### src/rtl/datapath_pkg.sv
// Shared encodings for the banked datapath: acc/register input selects, ALU codes
// and the pair-load sequencer states.
package datapath_pkg;

    localparam logic [2:0] ACC_IN_REG    = 3'd0;
    localparam logic [2:0] ACC_IN_ALU    = 3'd1;
    localparam logic [2:0] ACC_IN_IMM    = 3'd2;
    localparam logic [2:0] ACC_IN_CARRY  = 3'd3;
    localparam logic [2:0] ACC_IN_CARRY2 = 3'd4;

    localparam logic [1:0] REG_IN_ACC  = 2'd0;
    localparam logic [1:0] REG_IN_ALU  = 2'd1;
    localparam logic [1:0] REG_IN_DATA = 2'd2;

    // SUB is a + ~b + cin, so carry-out is the "no borrow" flag
    localparam logic [2:0] ALU_OP_ADD  = 3'd0;
    localparam logic [2:0] ALU_OP_SUB  = 3'd1;
    localparam logic [2:0] ALU_OP_AND  = 3'd2;
    localparam logic [2:0] ALU_OP_OR   = 3'd3;
    localparam logic [2:0] ALU_OP_XOR  = 3'd4;
    localparam logic [2:0] ALU_OP_PASS = 3'd5;

    localparam logic [1:0] ALU_IN_ACC  = 2'd0;
    localparam logic [1:0] ALU_IN_REG  = 2'd1;
    localparam logic [1:0] ALU_IN_DATA = 2'd2;
    localparam logic [1:0] ALU_IN_IMM  = 2'd3;

    localparam logic [1:0] CIN_ZERO   = 2'd0;
    localparam logic [1:0] CIN_ONE    = 2'd1;
    localparam logic [1:0] CIN_CARRY  = 2'd2;
    localparam logic [1:0] CIN_NCARRY = 2'd3;

    typedef enum logic [1:0] {
        PAIR_IDLE = 2'd0,
        PAIR_HI   = 2'd1,
        PAIR_LO   = 2'd2
    } pair_state_e;

endpackage

### src/rtl/datapath_banked_alu_w.sv
// Combinational WIDTH-bit ALU; bit WIDTH of the result is the carry-out.
module alu_w
    import datapath_pkg::*;
#(
    parameter int WIDTH = 4
) (
    input  logic [2:0]       op,
    input  logic [WIDTH-1:0] a,
    input  logic [WIDTH-1:0] b,
    input  logic             cin,
    output logic [WIDTH:0]   y
);

    always_comb begin
        y = 'x;
        case (op)
            ALU_OP_ADD:  y = {1'b0, a} + {1'b0, b} + (WIDTH+1)'(cin);
            ALU_OP_SUB:  y = {1'b0, a} + {1'b0, ~b} + (WIDTH+1)'(cin);
            ALU_OP_AND:  y = {1'b0, a & b};
            ALU_OP_OR:   y = {1'b0, a | b};
            ALU_OP_XOR:  y = {1'b0, a ^ b};
            ALU_OP_PASS: y = {1'b0, a};
            default:     y = 'x;
        endcase
    end

endmodule

### src/rtl/datapath_banked.sv
// Banked accumulator/carry/register-file datapath with a two-cycle pair-load sequencer.
// Optional context shadow enabled by defining DATAPATH_SHADOW_EN.
module datapath_banked
    import datapath_pkg::*;
#(
    parameter  int WIDTH     = 4,
    parameter  int NUM_REGS  = 16,
    parameter  int NUM_BANKS = 2,
    localparam int RIDX_W    = $clog2(NUM_REGS),
    localparam int BANK_W    = (NUM_BANKS > 1) ? $clog2(NUM_BANKS) : 1
) (
    input  logic                clock,
    input  logic                reset,
    input  logic [WIDTH-1:0]    data,
    input  logic [RIDX_W-1:0]   inst_operand,
    input  logic                clear_carry,
    input  logic                write_carry,
    input  logic                clear_accumulator,
    input  logic                write_accumulator,
    input  logic [2:0]          acc_input_sel,
    input  logic                write_register,
    input  logic [1:0]          reg_input_sel,
    input  logic [2:0]          alu_op,
    input  logic [1:0]          alu_in0_sel,
    input  logic [1:0]          alu_in1_sel,
    input  logic [1:0]          alu_cin_sel,
    input  logic                bank_write,
    input  logic [BANK_W-1:0]   bank_in,
    input  logic                pair_load,
    input  logic                save_ctx,
    input  logic                restore_ctx,
    output logic [WIDTH-1:0]    regval,
    output logic [2*WIDTH-1:0]  pair_val,
    output logic [WIDTH-1:0]    acc_out,
    output logic                carry_out,
    output logic [BANK_W-1:0]   bank_sel,
    output logic                pair_busy,
    output logic                shadow_valid
);

    localparam logic [BANK_W-1:0] BANK_MASK = BANK_W'(NUM_BANKS - 1);

    logic [NUM_BANKS-1:0][NUM_REGS-1:0][WIDTH-1:0] rf;
    logic [WIDTH-1:0]  acc_q, acc_nx, acc_in, reg_wr_val, imm;
    logic              carry_q, carry_nx, alu_cin;
    logic [BANK_W-1:0] bank_q, bank_nx;
    logic [WIDTH-1:0]  alu_a, alu_b;
    logic [WIDTH:0]    alu_res;
    logic [RIDX_W-1:0] pair_hi_idx, pair_lo_idx;

    pair_state_e       state_q, state_d;
    logic [RIDX_W-1:0] pair_base_q, pair_wr_idx;
    logic [BANK_W-1:0] pair_bank_q;

    assign imm         = WIDTH'(inst_operand);
    assign pair_hi_idx = inst_operand & ~RIDX_W'(1);
    assign pair_lo_idx = inst_operand | RIDX_W'(1);

    assign regval    = rf[bank_q][inst_operand];
    assign pair_val  = {rf[bank_q][pair_hi_idx], rf[bank_q][pair_lo_idx]};
    assign acc_out   = acc_q;
    assign carry_out = carry_q;
    assign bank_sel  = bank_q;
    assign pair_busy = (state_q != PAIR_IDLE);

    always_comb begin
        alu_a = 'x;
        case (alu_in0_sel)
            ALU_IN_ACC:  alu_a = acc_q;
            ALU_IN_REG:  alu_a = regval;
            ALU_IN_DATA: alu_a = data;
            ALU_IN_IMM:  alu_a = imm;
            default:     alu_a = 'x;
        endcase
        alu_b = 'x;
        case (alu_in1_sel)
            ALU_IN_ACC:  alu_b = acc_q;
            ALU_IN_REG:  alu_b = regval;
            ALU_IN_DATA: alu_b = data;
            ALU_IN_IMM:  alu_b = imm;
            default:     alu_b = 'x;
        endcase
        alu_cin = 1'bx;
        case (alu_cin_sel)
            CIN_ZERO:   alu_cin = 1'b0;
            CIN_ONE:    alu_cin = 1'b1;
            CIN_CARRY:  alu_cin = carry_q;
            CIN_NCARRY: alu_cin = ~carry_q;
            default:    alu_cin = 1'bx;
        endcase
    end

    alu_w #(.WIDTH(WIDTH)) u_alu (
        .op  (alu_op),
        .a   (alu_a),
        .b   (alu_b),
        .cin (alu_cin),
        .y   (alu_res)
    );

    always_comb begin
        acc_in = 'x;
        case (acc_input_sel)
            ACC_IN_REG:    acc_in = regval;
            ACC_IN_ALU:    acc_in = alu_res[WIDTH-1:0];
            ACC_IN_IMM:    acc_in = imm;
            ACC_IN_CARRY:  acc_in = WIDTH'(carry_q);
            ACC_IN_CARRY2: acc_in = carry_q ? WIDTH'(10) : WIDTH'(9);
            default:       acc_in = 'x;
        endcase
        reg_wr_val = 'x;
        case (reg_input_sel)
            REG_IN_ACC:  reg_wr_val = acc_q;
            REG_IN_ALU:  reg_wr_val = alu_res[WIDTH-1:0];
            REG_IN_DATA: reg_wr_val = data;
            default:     reg_wr_val = 'x;
        endcase
    end

`ifdef DATAPATH_SHADOW_EN
    logic [WIDTH-1:0]  sh_acc;
    logic              sh_carry, sh_valid_q;
    logic [BANK_W-1:0] sh_bank;
    logic              do_restore;

    assign do_restore   = restore_ctx && sh_valid_q;
    assign shadow_valid = sh_valid_q;

    // A pending restore suppresses a same-cycle save, whether or not it takes effect
    always_ff @(posedge clock or posedge reset) begin
        if (reset) begin
            sh_acc     <= '0;
            sh_carry   <= 1'b0;
            sh_bank    <= '0;
            sh_valid_q <= 1'b0;
        end else if (do_restore) begin
            sh_valid_q <= 1'b0;
        end else if (save_ctx && !restore_ctx) begin
            sh_acc     <= acc_q;
            sh_carry   <= carry_q;
            sh_bank    <= bank_q;
            sh_valid_q <= 1'b1;
        end
    end
`else
    logic unused_ctx;
    assign unused_ctx   = save_ctx ^ restore_ctx;
    assign shadow_valid = 1'b0;
`endif

    always_comb begin
        acc_nx   = acc_q;
        carry_nx = carry_q;
        bank_nx  = bank_q;
        if (clear_accumulator)      acc_nx = '0;
        else if (write_accumulator) acc_nx = acc_in;
        if (clear_carry)            carry_nx = 1'b0;
        else if (write_carry)       carry_nx = alu_res[WIDTH];
        if (bank_write)             bank_nx = bank_in & BANK_MASK;
`ifdef DATAPATH_SHADOW_EN
        if (do_restore) begin
            acc_nx   = sh_acc;
            carry_nx = sh_carry;
            bank_nx  = sh_bank;
        end
`endif
    end

    always_ff @(posedge clock or posedge reset) begin
        if (reset) begin
            acc_q   <= '0;
            carry_q <= 1'b1;
            bank_q  <= '0;
        end else begin
            acc_q   <= acc_nx;
            carry_q <= carry_nx;
            bank_q  <= bank_nx;
        end
    end

    always_comb begin
        state_d = state_q;
        case (state_q)
            PAIR_IDLE: if (pair_load) state_d = PAIR_HI;
            PAIR_HI:   state_d = PAIR_LO;
            PAIR_LO:   state_d = PAIR_IDLE;
            default:   state_d = PAIR_IDLE;
        endcase
    end

    assign pair_wr_idx = (state_q == PAIR_HI) ? pair_base_q : (pair_base_q | RIDX_W'(1));

    // Pair index and bank are captured at start so later bank_write does not redirect it
    always_ff @(posedge clock or posedge reset) begin
        if (reset) begin
            state_q     <= PAIR_IDLE;
            pair_base_q <= '0;
            pair_bank_q <= '0;
        end else begin
            state_q <= state_d;
            if (state_q == PAIR_IDLE && pair_load) begin
                pair_base_q <= pair_hi_idx;
                pair_bank_q <= bank_q;
            end
        end
    end

    always_ff @(posedge clock or posedge reset) begin
        if (reset)               rf <= '0;
        else if (pair_busy)      rf[pair_bank_q][pair_wr_idx] <= data;
        else if (write_register) rf[bank_q][inst_operand] <= reg_wr_val;
    end

endmodule

### config.mk
export PLATFORM = sky130hd
export DESIGN_NAME = datapath_banked
export DESIGN_NICKNAME = d
export VERILOG_FILES = /design/src/rtl/datapath_pkg.sv /design/src/rtl/datapath_banked_alu_w.sv /design/src/rtl/datapath_banked.sv
export SDC_FILE = /design/constraint.sdc
export NUM_CORES = 1
export LEC_CHECK = 0
export ABC_CLOCK_PERIOD_IN_PS = 5300
export CAP_MARGIN = 20
export CORE_MARGIN = 4
export CORE_UTILIZATION = 47
export CTS_CLUSTER_SIZE = 20
export DETAILED_ROUTE_END_ITERATION = 6
export GPL_TIMING_DRIVEN = 0
export PLACE_DENSITY = 0.66
export SYNTH_ARGS = -nofsm -noshare
export SYNTH_HDL_FRONTEND = slang
export SYNTH_SLANG_ARGS = --single-unit
### constraint.sdc
create_clock -name clock -period 5.3 [get_ports clock]
set_input_delay 1.06 -clock clock [delete_from_list [all_inputs] [get_ports clock]]
set_output_delay 1.06 -clock clock [all_outputs]
set_load 0.1 [all_outputs]
==> flow_metrics.py <==
metrics = {
    "place": {
        "dp_hpwl_um": 26700,
        "dpl.cell_count": 1222,
        "gp_congestion": 1.05,
        "portBuffers": 42,
    },
    "worst_setup_path": {
        "worstPathMaxFanout": 10,
        "worstPathCellList": "buf_8 > buf_2 > mux4_2 > mux4_2 > nand2_1 > nand2_1 > mux4_2 > ha_1 > o21bai_1 > a21oi_1 > xnor2_1 > a221oi_2 > o21ai_0 > a22oi_2 > buf_4 > clkbuf_2 > o21ai_0",
        "worstSetupEndpointType": "register",
        "reg2regPathDepth": 17,
        "slowest_delay_ns": 0.62,
        "r2r-start": "bank_sel",
        "reg2reg_slack_ns": 0.22,
        "critical_path_class": "in -> reg",
        "startpoint": "inst_operand[0]",
        "cp_data_required_time_ns": 5.60,
        "crit_end": "rf[75]",
        "slowest_stage": "mux4_2",
        "crit_path_frequent_cell": "mux4_2",
        "start_kind": "input port",
        "crit_arrival_ns": 5.51,
        "r2r_end": "rf[75]",
    },
    "routing": {
        "via_per_inst": 7.12,
        "wirelength_um": 37300,
        "vias": 9025,
        "ant_nets": 0,
        "wl_per_cell_um": 29.4,
        "initialDrtViolationCount": 1325,
        "drc": 0,
        "first_pass_iters": 6,
    },
    "global_route": {
        "grt_pass1_vias": 8629,
        "grt_max_degree": 96,
        "overflow": 0,
        "grt_usage": 0.337,
        "antenna_found_initial": 0,
        "grt_pass1_wl_um": 54900,
    },
    "die": {
        "num_rows": 51,
        "die_h_um": 149,
        "die_x_um": 149,
        "fp.coreArea_um2": 19500,
        "ios": 54,
        "die_area_um2": 22300,
        "initial_utilization": 0.480,
    },
    "timing": {
        "period_minus_slack_ns": 5.21,
        "hold_violations": 0,
        "worst_slew_pin_slew_ns": 1.08,
        "maxSlewHeadroom": 0.279,
        "tns_ns": 0,
        "fmax_mhz": 192,
        "skew_ns": 0.0118,
        "setup_viol": 0,
        "rsz0062_at_grt": "false",
        "maxSlewViolCount": 0,
        "min_period_over_period": 0.984,
    },
    "power_and_ir_drop": {
        "power.internal_w": 0.00320,
        "power_frac_seq": 0.364,
        "powerDensity_nw_per_um2": 511,
        "power_frac_clock": 0.208,
        "combPwrFrac": 0.427,
        "power_w": 0.00563,
        "total_leakage_power_nw": 4.29,
        "switchingPower_w": 0.00243,
        "ir_worst_vdd_v": 0.000274,
        "netSwitchingFraction": 0.431,
    },
    "final_layout": {
        "final_cells": 1267,
        "drive_gt1_frac": 0.199,
        "multi_input_area_um2": 5560,
        "final_nets": 1040,
        "fillers": 1728,
        "final_common_cell": "dfrtp_1",
        "area_growth_pct": 17.7,
        "layout_common_cells": "dfrtp_1 (138), a22oi_1 (130), mux4_2 (80), o21ai_0 (75), nor2_1 (69)",
        "diodes": 0,
        "regArea_um2": 3510,
    },
    "status": {
        "status": "complete, no violations",
    },
    "clock_network": {
        "cts_buffer_depth": 2,
        "clk_latency_ns": 0.44,
        "cts-htree-levels": 4,
        "numCtsBuffers": 17,
        "cts.clk_slew.worst_paths_ns": 0.06,
        "root_buffer": "clkbuf_16",
        "tritoncts": "yes",
        "cts_sinks": 140,
        "cts_hold_buf": 0,
    },
    "synthesis": {
        "synth_adder_area_share": 0.0259,
        "synth_xor_area_frac": 0.00467,
        "syn-instance-count": 913,
        "avgSynthCellArea_um2": 10.3,
        "syn_nets": 964,
        "synth_largest_area_cell": "dfrtp_1",
        "synth-simple-area-share": 0.0916,
        "synthMuxAreaShare": 0.200,
        "synth_top_flop_cell": "dfrtp_1",
        "synth_top_area_share": 0.371,
        "yosysSeqAreaShare": 0.374,
        "synthTopCellsByArea": "dfrtp_1 (37%), mux4_2 (19%), a22oi_1 (10%)",
        "synth_edf_count": 0,
        "synth_cell_type_count": 56,
        "synth_top_family_by_area": "compound AO/OA/AOI/OAI gates",
        "synth_area_um2": 9370,
        "synth_compound_area_frac": 0.256,
        "yosys_warnings": 0,
        "async_flop_share": 1.00,
        "ys_ff_latch": 140,
    },
    "min_path": {
        "holdPathStages": 2,
        "min_path_type": "reg -> reg",
    },
    "flow_run": {
        "maxCapViolations": 0,
    },
}
-- layout make-up --
class,count,share of cell area
tap,265,0.0301
clock buffer,17,0.0386
clock inverter,15,0.0126
inverter,25,0.00976
timing repair buffer,58,0.0499
sequential,140,0.318
multi-input combinational,674,0.504
buffer,73,0.0367
-- stage by stage --
step / area, um2 / util / hold slack, ns / setup slack [ns]
2_1_floorplan: 9500 / - / 0.484 / -0.135
3_3_place_gp: 10200 / 0.525 / 0.511 / -2.03
3_5_place_dp: 10300 / 0.527 / 0.520 / -1.21
4_1_cts: 10900 / 0.559 / 0.537 / 0.0107
5_1_grt: 11000 / 0.565 / 0.573 / 0.00214
6_report: 11000 / 0.565 / 0.538 / 0.0857
-- synth_stat cells, types with 4 or more instances --
cell	number
a22oi_1	131
inv_1	21
buf_2	14
buf_6	4
dfrtp_1	139
nor3_1	13
mux2_2	5
nor2b_1	16
a31oi_1	18
fa_1	4
ha_1	13
o211ai_1	19
o22ai_1	9
o21ai_1	32
nand2b_1	8
nor3b_1	5
mux4_2	80
o31ai_1	4
nor2_1	72
nand3_1	9
o21ai_0	107
a21oi_1	34
nand2_1	46
clkbuf_1	43
buf_1	4
clkbuf_2	7
-- power by group through the flow --
stage                     registers (W)  clock network, W  logic, W
after floorplan                 0.00182                 0   0.00175
after global placement          0.00200                 0   0.00231
after detailed placement        0.00200                 0   0.00235
after CTS                       0.00200           0.00117   0.00234
after global routing            0.00206           0.00123   0.00254
final                           0.00205           0.00117   0.00241
-- routing by layer --
metal	wire length, um	part of all wire	GRT usage	vias to the layer above
met4	3050	0.082	0.218	0
met5	0	0	0	-
met2	15900	0.43	0.493	759
met1	13300	0.36	0.424	4362
li1	-	-	-	3732
met3	4990	0.13	0.120	172
-- kinds of logic (layout without fill, tap and decap cells) --
family,Yosys count,count (layout)
compound gates,378,378
xor+xnor,5,5
fa+ha+maj,17,17
buf+inv,99,188
flops,140,140
mux,87,87
other cells,1,1
simple gates,186,186
-- critical path, delay by kind of cell --
kind | cells | cell delay [ns]
compound gates | 6 | 1.19
fa+ha+maj | 1 | 0.37
simple gates | 2 | 0.31
xor+xnor | 1 | 0.14
buf+inv | 4 | 0.91
mux | 3 | 1.50
-- how the worst min path moves through the flow --
stage | slack [ns] | endpoint | from
6_report | 0.54 | rf[15] | rf[15]
5_1_grt | 0.57 | rf[27] | rf[27]
4_1_cts | 0.54 | rf[19] | rf[19]
3_5_place_dp | 0.52 | rf[115] | rf[115]
3_3_place_gp | 0.51 | rf[110] | rf[110]
2_1_floorplan | 0.48 | rf[12] | rf[12]
-- what timing repair did --
item,in CTS,in global routing
resized for setup,21,9
setup buffers,3,11
cloned,0,0
pin swaps,1,3
setup endpoints to repair,137,124
-- flip-flops by register name, indices dropped and copies added (netlist names) --
register     count
acc_out          4
rf             128
state_q          2
carry_out        1
pair_bank_q      1
bank_sel         1
pair_base_q      3
No activity file was read; power rests on OpenSTA's default activity.
